==> src/rtl/cla_serial_pkg.sv <==
// Shared definitions for the serial carry-lookahead adder: state encoding,
// slice width and the slice-index width helper.
package cla_serial_pkg;

    typedef enum logic [1:0] {
        IDLE = 2'd0,
        RUN  = 2'd1,
        DONE = 2'd2
    } state_t;

    localparam int SLICE_W = 2;

    // Index width for WIDTH/2 slices, never narrower than one bit.
    function automatic int idx_width(input int width);
        int n;
        n = $clog2(width / 2);
        return (n < 1) ? 1 : n;
    endfunction

endpackage

==> src/rtl/cla2_slice.sv <==
// Combinational 2-bit propagate/generate carry-lookahead slice.
// Latency: zero (pure combinational); no backpressure.
module cla2_slice (
    input  logic [1:0] a,
    input  logic [1:0] b,
    input  logic       cin,
    output logic [1:0] sum,
    output logic       cout
);

    logic [1:0] p;
    logic [1:0] g;
    logic       c1;

    assign p    = a ^ b;
    assign g    = a & b;
    assign c1   = g[0] | (p[0] & cin);
    assign cout = g[1] | (p[1] & g[0]) | (p[1] & p[0] & cin);
    assign sum  = {p[1] ^ c1, p[0] ^ cin};

endmodule

==> src/rtl/cla_serial_adder.sv <==
// Iterative WIDTH-bit adder, 2 bits per cycle through one CLA slice; done WIDTH/2+1 cycles after start.
// start is ignored while busy. Optional signed overflow output via CLA_SERIAL_ADDER_OVF_EN.
module cla_serial_adder
    import cla_serial_pkg::*;
#(
    parameter int WIDTH = 32
) (
    input  logic             clk,
    input  logic             rst,
    input  logic             start,
    input  logic [WIDTH-1:0] a,
    input  logic [WIDTH-1:0] b,
    input  logic             cin,
    output logic             busy,
    output logic             done,
    output logic [WIDTH-1:0] sum,
    output logic             cout,
    output logic             overflow
);

    localparam int IW = idx_width(WIDTH);
    localparam int NSL = WIDTH / SLICE_W;
    localparam logic [IW-1:0] LAST_IDX = IW'(NSL - 1);

    generate
        if ((WIDTH % 2) != 0 || WIDTH < 2) begin : g_bad_width
            $error("cla_serial_adder: WIDTH must be even and >= 2");
        end
    endgenerate

    state_t           state;
    state_t           state_nxt;
    logic [WIDTH-1:0] a_sh;
    logic [WIDTH-1:0] b_sh;
    logic             carry;
    logic [IW-1:0]    idx;
    logic [IW:0]      bit_pos;
    logic [1:0]       sl_a;
    logic [1:0]       sl_b;
    logic [1:0]       sl_sum;
    logic             sl_cout;
    logic             accept;
    logic             last;

    assign accept  = start && (state == IDLE || state == DONE);
    assign last    = (state == RUN) && (idx == LAST_IDX);
    assign bit_pos = {idx, 1'b0};
    assign sl_a    = a_sh[bit_pos +: SLICE_W];
    assign sl_b    = b_sh[bit_pos +: SLICE_W];

    cla2_slice u_slice (
        .a    (sl_a),
        .b    (sl_b),
        .cin  (carry),
        .sum  (sl_sum),
        .cout (sl_cout)
    );

    always_ff @(posedge clk) begin
        if (rst) begin
            state <= IDLE;
        end else begin
            state <= state_nxt;
        end
    end

    always_comb begin
        state_nxt = state;
        case (state)
            IDLE:    if (start) state_nxt = RUN;
            RUN:     if (last)  state_nxt = DONE;
            DONE:    state_nxt = start ? RUN : IDLE;
            default: state_nxt = IDLE;
        endcase
    end

    always_comb begin
        busy = 1'b0;
        done = 1'b0;
        case (state)
            RUN:     busy = 1'b1;
            DONE:    done = 1'b1;
            default: ;
        endcase
    end

    // Sum is cleared at capture so bits above the current slice read zero mid-add.
    always_ff @(posedge clk) begin
        if (rst) begin
            a_sh  <= '0;
            b_sh  <= '0;
            sum   <= '0;
            cout  <= 1'b0;
            carry <= 1'b0;
            idx   <= '0;
        end else if (accept) begin
            a_sh  <= a;
            b_sh  <= b;
            sum   <= '0;
            carry <= cin;
            idx   <= '0;
        end else if (state == RUN) begin
            sum[bit_pos +: SLICE_W] <= sl_sum;
            carry                   <= sl_cout;
            idx                     <= idx + 1'b1;
            if (last) begin
                cout <= sl_cout;
            end
        end
    end

`ifdef CLA_SERIAL_ADDER_OVF_EN
    logic ovf_q;

    always_ff @(posedge clk) begin
        if (rst) begin
            ovf_q <= 1'b0;
        end else if (last) begin
            ovf_q <= (a_sh[WIDTH-1] == b_sh[WIDTH-1]) && (sl_sum[1] != a_sh[WIDTH-1]);
        end
    end

    assign overflow = ovf_q;
`else
    assign overflow = 1'b0;
`endif

endmodule
==> config.mk <==
export PLATFORM = sky130hd
export DESIGN_NAME = cla_serial_adder
export DESIGN_NICKNAME = d
export VERILOG_FILES = /design/src/rtl/cla_serial_pkg.sv /design/src/rtl/cla2_slice.sv /design/src/rtl/cla_serial_adder.sv
export SDC_FILE = /design/constraint.sdc
export NUM_CORES = 1
export LEC_CHECK = 0
export ABC_AREA = 1
export ABC_CLOCK_PERIOD_IN_PS = 2500
export BUFFER_PORTS_ARGS = -buffer_cell sky130_fd_sc_hd__buf_2
export CAP_MARGIN = 20
export CORE_UTILIZATION = 49
export DETAILED_ROUTE_END_ITERATION = 16
export PLACE_DENSITY_LB_ADDON = 0.05
export SYNTH_ARGS = -nofsm -noshare
export SYNTH_HDL_FRONTEND = slang
export SYNTH_HIERARCHICAL = 1
export SYNTH_SLANG_ARGS = --single-unit
==> constraint.sdc <==
create_clock -name clk -period 2.5 [get_ports clk]
set_clock_uncertainty 0.1 [all_clocks]
set_input_delay 0.125 -clock clk [delete_from_list [all_inputs] [get_ports clk]]
set_output_delay 0.125 -clock clk [all_outputs]
set_load 0.02 [all_outputs]
Word-level counts from Yosys, hierarchy flattened
Index checks and enable logic that the tools add are counted.
{ "classes": {"bitwise": 12, "n_addsub": 2, "n_eq_ne": 5, "reduce_logical": 8, "shift": 4, "mux": 9} }
{ "ops": {"columns": ["op", "count"], "rows": [
  ["32-bit by 6-bit variable part select with 2-bit output", 2],
  ["32-bit bitwise mux", 1],
  ["2-bit by 7-bit variable shift with 32-bit output (first input constant)", 1],
  ["2-bit by 7-bit variable part select with 32-bit output", 1],
  ["5-bit negator with 7-bit output", 1],
  ["2-bit case mux with 3 select lines", 1],
  ["1-bit two-way mux", 5],
  ["4-bit by 1-bit adder with 4-bit output (second input constant)", 1],
  ["1-bit bitwise AND", 4],
  ["4-bit equality test (second input constant)", 1],
  ["2-bit two-way mux", 2],
  ["2-bit != test (second input constant)", 2],
  ["1-bit OR", 3],
  ["3-bit AND reduction", 1],
  ["2-bit bitwise AND", 1],
  ["2-bit by 1-bit equality test with 1-bit output (second input constant)", 1],
  ["2-bit equality test (second input constant)", 1],
  ["1-bit logical AND", 2],
  ["2-bit logical NOT", 1],
  ["2-bit AND reduction", 1],
  ["2-bit nonzero test", 1],
  ["2-bit OR reduction", 1],
  ["1-bit XOR", 2],
  ["2-bit XOR", 1],
  ["other kinds (2)", 2]
]} }
{ "totals": {"elab_cells": 47, "regBits": 104} }

Depth between registers and ports, before layout
{ "logic_depth": {"ltp_word": 7, "depth_mapped": 16} }

By module
The synthesis kept the hierarchy.
{ "modules_own_cells": {"columns": ["mod", "instances", "area_each_um2", "cells_each", "seq_area_each_um2"], "rows": [
  ["cla_serial_adder", 1, 4599.4, 679, 2082.0],
  ["cla2_slice", 1, 86.3, 12, 0.0]
]} }

Worst setup path after synthesis
OpenSTA, ideal clock, no wires.
{ "synth_path": {"kind": "reg-to-reg", "from": "reg idx[0]", "to": "reg sum[15]", "path_stages_with_launch": 16, "arrival_ns": 2.573, "setup_ns": 0.064, "n_path_buf": 3, "slack_ns": -0.237, "path_cell_list": "dfxtp_1 -> buf_2 -> inv_2 -> buf_4 -> buf_2 -> o21ai_0 -> o22ai_1 -> nand2_1 -> nand3_1 -> inv_1 -> fa_1 -> xnor2_1 -> inv_1 -> nor3_1 -> nor2_1 -> nor2_1"} }
{ "synth_via": {"elab_chain_cells": 7, "elab_cells_between_ends": 12} }
{ "synth_lines": {"columns": ["element", "line_no", "source"], "rows": [
  ["start: declaration", "cla_serial_adder.sv:36", "logic [IW-1:0] idx;"],
  ["start signal: assignment", "cla_serial_adder.sv:105", "idx <= idx + 1'b1;"],
  ["32-bit by 6-bit variable part select with 2-bit output (*)", "cla_serial_adder.sv:48", "assign sl_a = a_sh[bit_pos +: SLICE_W];"],
  ["net sl_a[0]", "cla_serial_adder.sv:38", "logic [1:0] sl_a;"],
  ["2-bit XOR", "cla2_slice.sv:15", "assign p = a ^ b;"],
  ["1-bit bitwise AND", "cla2_slice.sv:17", "assign c1 = g[0] | (p[0] & cin);"],
  ["1-bit OR (*)", "cla2_slice.sv:17", null],
  ["1-bit XOR (*)", "cla2_slice.sv:19", "assign sum = {p[1] ^ c1, p[0] ^ cin};"],
  ["net sl_sum[1]", "cla_serial_adder.sv:40", "logic [1:0] sl_sum;"],
  ["2-bit by 7-bit variable part select with 32-bit output (*)", "cla_serial_adder.sv:103", "sum[bit_pos +: SLICE_W] <= sl_sum;"],
  ["32-bit bitwise mux (*)", "cla_serial_adder.sv:103", null],
  ["end signal: indexed assignment", "cla_serial_adder.sv:103", null],
  ["end: declaration", "cla_serial_adder.sv:16", "output logic [WIDTH-1:0] sum,"]
]} }
The timed path passes the listed nets; every way through them passes the cells marked *.
A chain may end at the register's enable or synchronous reset.

Final worst setup path
{ "layout_path": {"from": "reg idx[0]", "to": "reg sum[3]"} }
{ "layout_via": {"elab_chain_cells": 7, "elab_cells_between_ends": 12} }
{ "layout_lines": {"columns": ["element", "line_no", "source"], "rows": [
  ["32-bit by 6-bit variable part select with 2-bit output (*)", "cla_serial_adder.sv:49", "assign sl_b = b_sh[bit_pos +: SLICE_W];"],
  ["net sl_b[0]", "cla_serial_adder.sv:39", "logic [1:0] sl_b;"],
  ["2-bit XOR", "cla2_slice.sv:15", null],
  ["1-bit bitwise AND", "cla2_slice.sv:17", null],
  ["1-bit OR (*)", "cla2_slice.sv:17", null],
  ["1-bit XOR (*)", "cla2_slice.sv:19", null],
  ["net sl_sum[1]", "cla_serial_adder.sv:40", null],
  ["2-bit by 7-bit variable part select with 32-bit output (*)", "cla_serial_adder.sv:103", null],
  ["32-bit bitwise mux (*)", "cla_serial_adder.sv:103", null]
]} }
Marks and branches as above.

==> results.md <==
- Result of the run: completed
- Crit path kind: reg2reg
- TritonCTS clock tree: yes
- Number of iterations in the first detailed-routing pass: 5
- Tightest Pin Transition: 0.707 ns
- Most used standard cell by instance count after synthesis: sky130_fd_sc_hd__nor2_1
- Type of the tightest min-delay check: in2reg
- Total of warnings raised by yosys: 6
- Delay of the slowest critical-path stage: 0.40 ns
- Clock edge transition at the registers on the reported setup and hold paths: 0.10 ns
- Layout cells sized above 1: 0.218
- Total DRC errors in the routed layout: 0
- Fin area: 6530 sq um
- Number of buffer and inverter instances along the worst setup path: 4
- Clock buffer depth: 2
- Ordered cell list for the critical path: inv_2, buf_6, nor2_1, o22ai_1, nand2_1, nand2_1, nand2_1, nand2_1, inv_1, fa_2, xnor2_4, inv_4, nor3_4, o21ai_0, nor2_1
- Gr usage total: 0.252
- Post-Synthesis Net Count: 766
- Commonest cells in the netlist: 205 x sky130_fd_sc_hd__nor2_1, 107 x sky130_fd_sc_hd__o21ai_0, 104 x sky130_fd_sc_hd__dfxtp_1
- Number of CTS-inserted buffers: 9
- Area added between synthesis and finish: 39.3%
- Width of the die: 99.8 um
- Number of different library cells in the post-synthesis netlist: 29
- Number of nets with antenna violations after routing: 0
- Setup repair after global routing missed its margin: yes
- IO Pins: 104
- Cell chosen for the clock root: sky130_fd_sc_hd__clkbuf_8
- Max VDD drop: 0.000344 V
- Global route overflow: 0
- Dominant delay contributor by cell family on the critical path: simple AND/OR/NAND/NOR gates
- Mean post-synth cell area: 6.78 sq um
- Period utilisation layout: 0.967
- Library cell occupying the most area in the post-synthesis netlist: sky130_fd_sc_hd__dfxtp_1
- Smallest hold slack: 0.198 ns
- Drt via density: 4.91
- Slowest cell on the critical path: sky130_fd_sc_hd__dfxtp_4
- Drt first-iter violations: 157
- Clock latency on the worst-skew pair: 0.36 ns
- Xor and xnor fraction of the mapped netlist area: 0.00534
- Reg2Reg Launch Point: idx[0]$_SDFFE_PP0P_
- Antenna violations before repair: 0
- Required time worst endpoint: 2.70 ns
- Simple-Gate Fraction of Synth Area: 0.287
- Cell Rows: 35
- Std-Cell Core Area: 9240 sq um
- CP most frequent cell: sky130_fd_sc_hd__nand2_1
- Post-synthesis async set-or-reset flop share: 0
- Layout Nets: 941
- Beginning of the worst hold path: start
- Number of clock sinks: 104
- Placed wire-length estimate after detailed placement: 8.00 mm
- F_max: 413 MHz
- Vias after detailed routing: 4908
- WL per Instance: 12.1 um
- Initial Util: 0.507
- Die area: 9960 sq um
- Largest family of logic cells by synthesized area: simple AND/OR/NAND/NOR gates
- Area of the mapped netlist: 4690 sq um
- Area share of the leading cell type in the synthesized netlist: 0.444
- Number of endpoints with negative hold slack in the final report: 0
- Final Slew Violations: 0
- Time the worst path needs with I/O delays and setup: 2.42 ns
- Power per cell area: 570 nW/um^2
- Launch point of the critical path: idx[0]$_SDFFE_PP0P_
- Count of endpoints failing setup in the final report: 0
- Placed Instance Area: 5470 sq um
- Maximum number of pins on one net before global-route repair: 77
- Post-Route WL: 12.1 mm
- Die height: 99.8 um
- First-pass GRT wire length: 20.2 mm
- Number of synthesized register bits: 104
- Core Util, Final: 0.706
- Fraction of the yosys area taken by sequential cells: 0.444
- Number of global-route vias before repair: 4491
- Leakage power total: 2.97 nW
- Count of maximum capacitance violations: 0
- Worst-path fanout max: 9
- Number of instances in the synthesized netlist: 691
- Multiplexer fraction of the synthesized cell area: 0
- Max transition margin: 0.526
- Setup crit start kind: register
- Placer Congestion: 0.839
- Setup crit end kind: register
- Post-synth EDFFs: 0
- Diodes inserted: 0
- Complex-gate fraction of the synthesized area: 0.165
- Adder and majority cell fraction of the synthesized area: 0.0203
- Largest cells by area after synthesis: sky130_fd_sc_hd__dfxtp_1 44%, sky130_fd_sc_hd__nor2_1 16%, sky130_fd_sc_hd__o21ai_0 11%
- Count of buffers from port buffering: 102
- Clock H-tree levels: 3
- Synth Flop Type: sky130_fd_sc_hd__dfxtp_1
- WP data arrival: 2.62 ns
## cells by family (layout without fill, tap and decap cells)
logic type	Yosys count	count (layout)
and+or+nand+nor	337	337
AOI/OAI and AO/OA	150	150
DFF	104	104
buffers and inverters	90	270
adders and majority gates	7	7
xor gates and xnor gates	2	2
other	1	1
## flip-flops by register name (all words and copies together), names as in the netlist
signal	count
cout	1
b_sh	32
sum	32
idx	4
a_sh	32
state	2
carry	1
## worst paths after layout
kind / depth (start not counted) / slack [ns] / endpoint
min: 4 / 0.20 / sum[28]$_SDFFE_PP0P_
max: 15 / 0.08 / sum[3]$_SDFFE_PP0P_
max reg2reg: 15 / 0.08 / sum[3]$_SDFFE_PP0P_
min reg2reg: 2 / 0.36 / sum[12]$_SDFFE_PP0P_
## repair_timing
item                       4_1_cts  5_1_grt
pin swaps                        1        6
setup endpoints to repair       18       28
setup buffers                    0        1
gates cloned                     0        2
hold buffers                    66        0
hold endpoints to repair        67        0
resized for setup                7       37
## area by class of cell
| type | count | area (sq um) |
|---|---|---|
| well taps | 129 | 161 |
| clock buffers | 11 | 131 |
| inverters | 53 | 206 |
| flip-flops and latches | 104 | 2090 |
| clock inverters | 5 | 81.3 |
| repair buffers | 201 | 1500 |
| fillers | 780 | 2710 |
| multi-input cells | 497 | 2360 |
## cells in the final DEF (no fill, tap or decap), types with 23 or more instances in the layout
cell type                       count
sky130_fd_sc_hd__dlygate4sd3_1     66
sky130_fd_sc_hd__buf_4             26
sky130_fd_sc_hd__nand3_1           23
sky130_fd_sc_hd__a21oi_1           30
sky130_fd_sc_hd__o21ai_0           97
sky130_fd_sc_hd__nor2_1           203
sky130_fd_sc_hd__dfxtp_1          101
sky130_fd_sc_hd__inv_1             41
sky130_fd_sc_hd__buf_2            102
sky130_fd_sc_hd__nand2_1           89
## stage by stage
stage	power (W)	setup TNS (ns)	std cells	setup slack, ns
after global placement	0.00245	-0.00311	916	-0.00163
after global routing	0.00391	-0.850	1000	-0.109
after floorplan	0.00223	0	691	0.00810
final	0.00372	0	1000	0.0813
after detailed placement	0.00246	-0.472	916	-0.0787
after CTS	0.00366	0	998	0.0102
## power by group
group,total [W],internal [W],switching (W)
Combinational,0.000783,0.000361,0.000422
Sequential,0.00180,0.00175,0.0000544
Clock,0.00113,0.000566,0.000565
Total,0.00372,0.00268,0.00104
## tightest hold or removal path, stage by stage
cell	delay (ns)
sky130_fd_sc_hd__buf_2	0.09
sky130_fd_sc_hd__nand2_2	0.07
sky130_fd_sc_hd__nand2_1	0.26
sky130_fd_sc_hd__a21oi_1	0.06
## metal layers
metal  vias up  routed length, um  track usage
met4         0                141       0.0814
met2       124               6030        0.450
met3        12                505       0.0327
met5         -                  0            0
met1      2219               5410        0.315
li1       2553                  -            -
No activity file was read; power rests on OpenSTA's default activity.
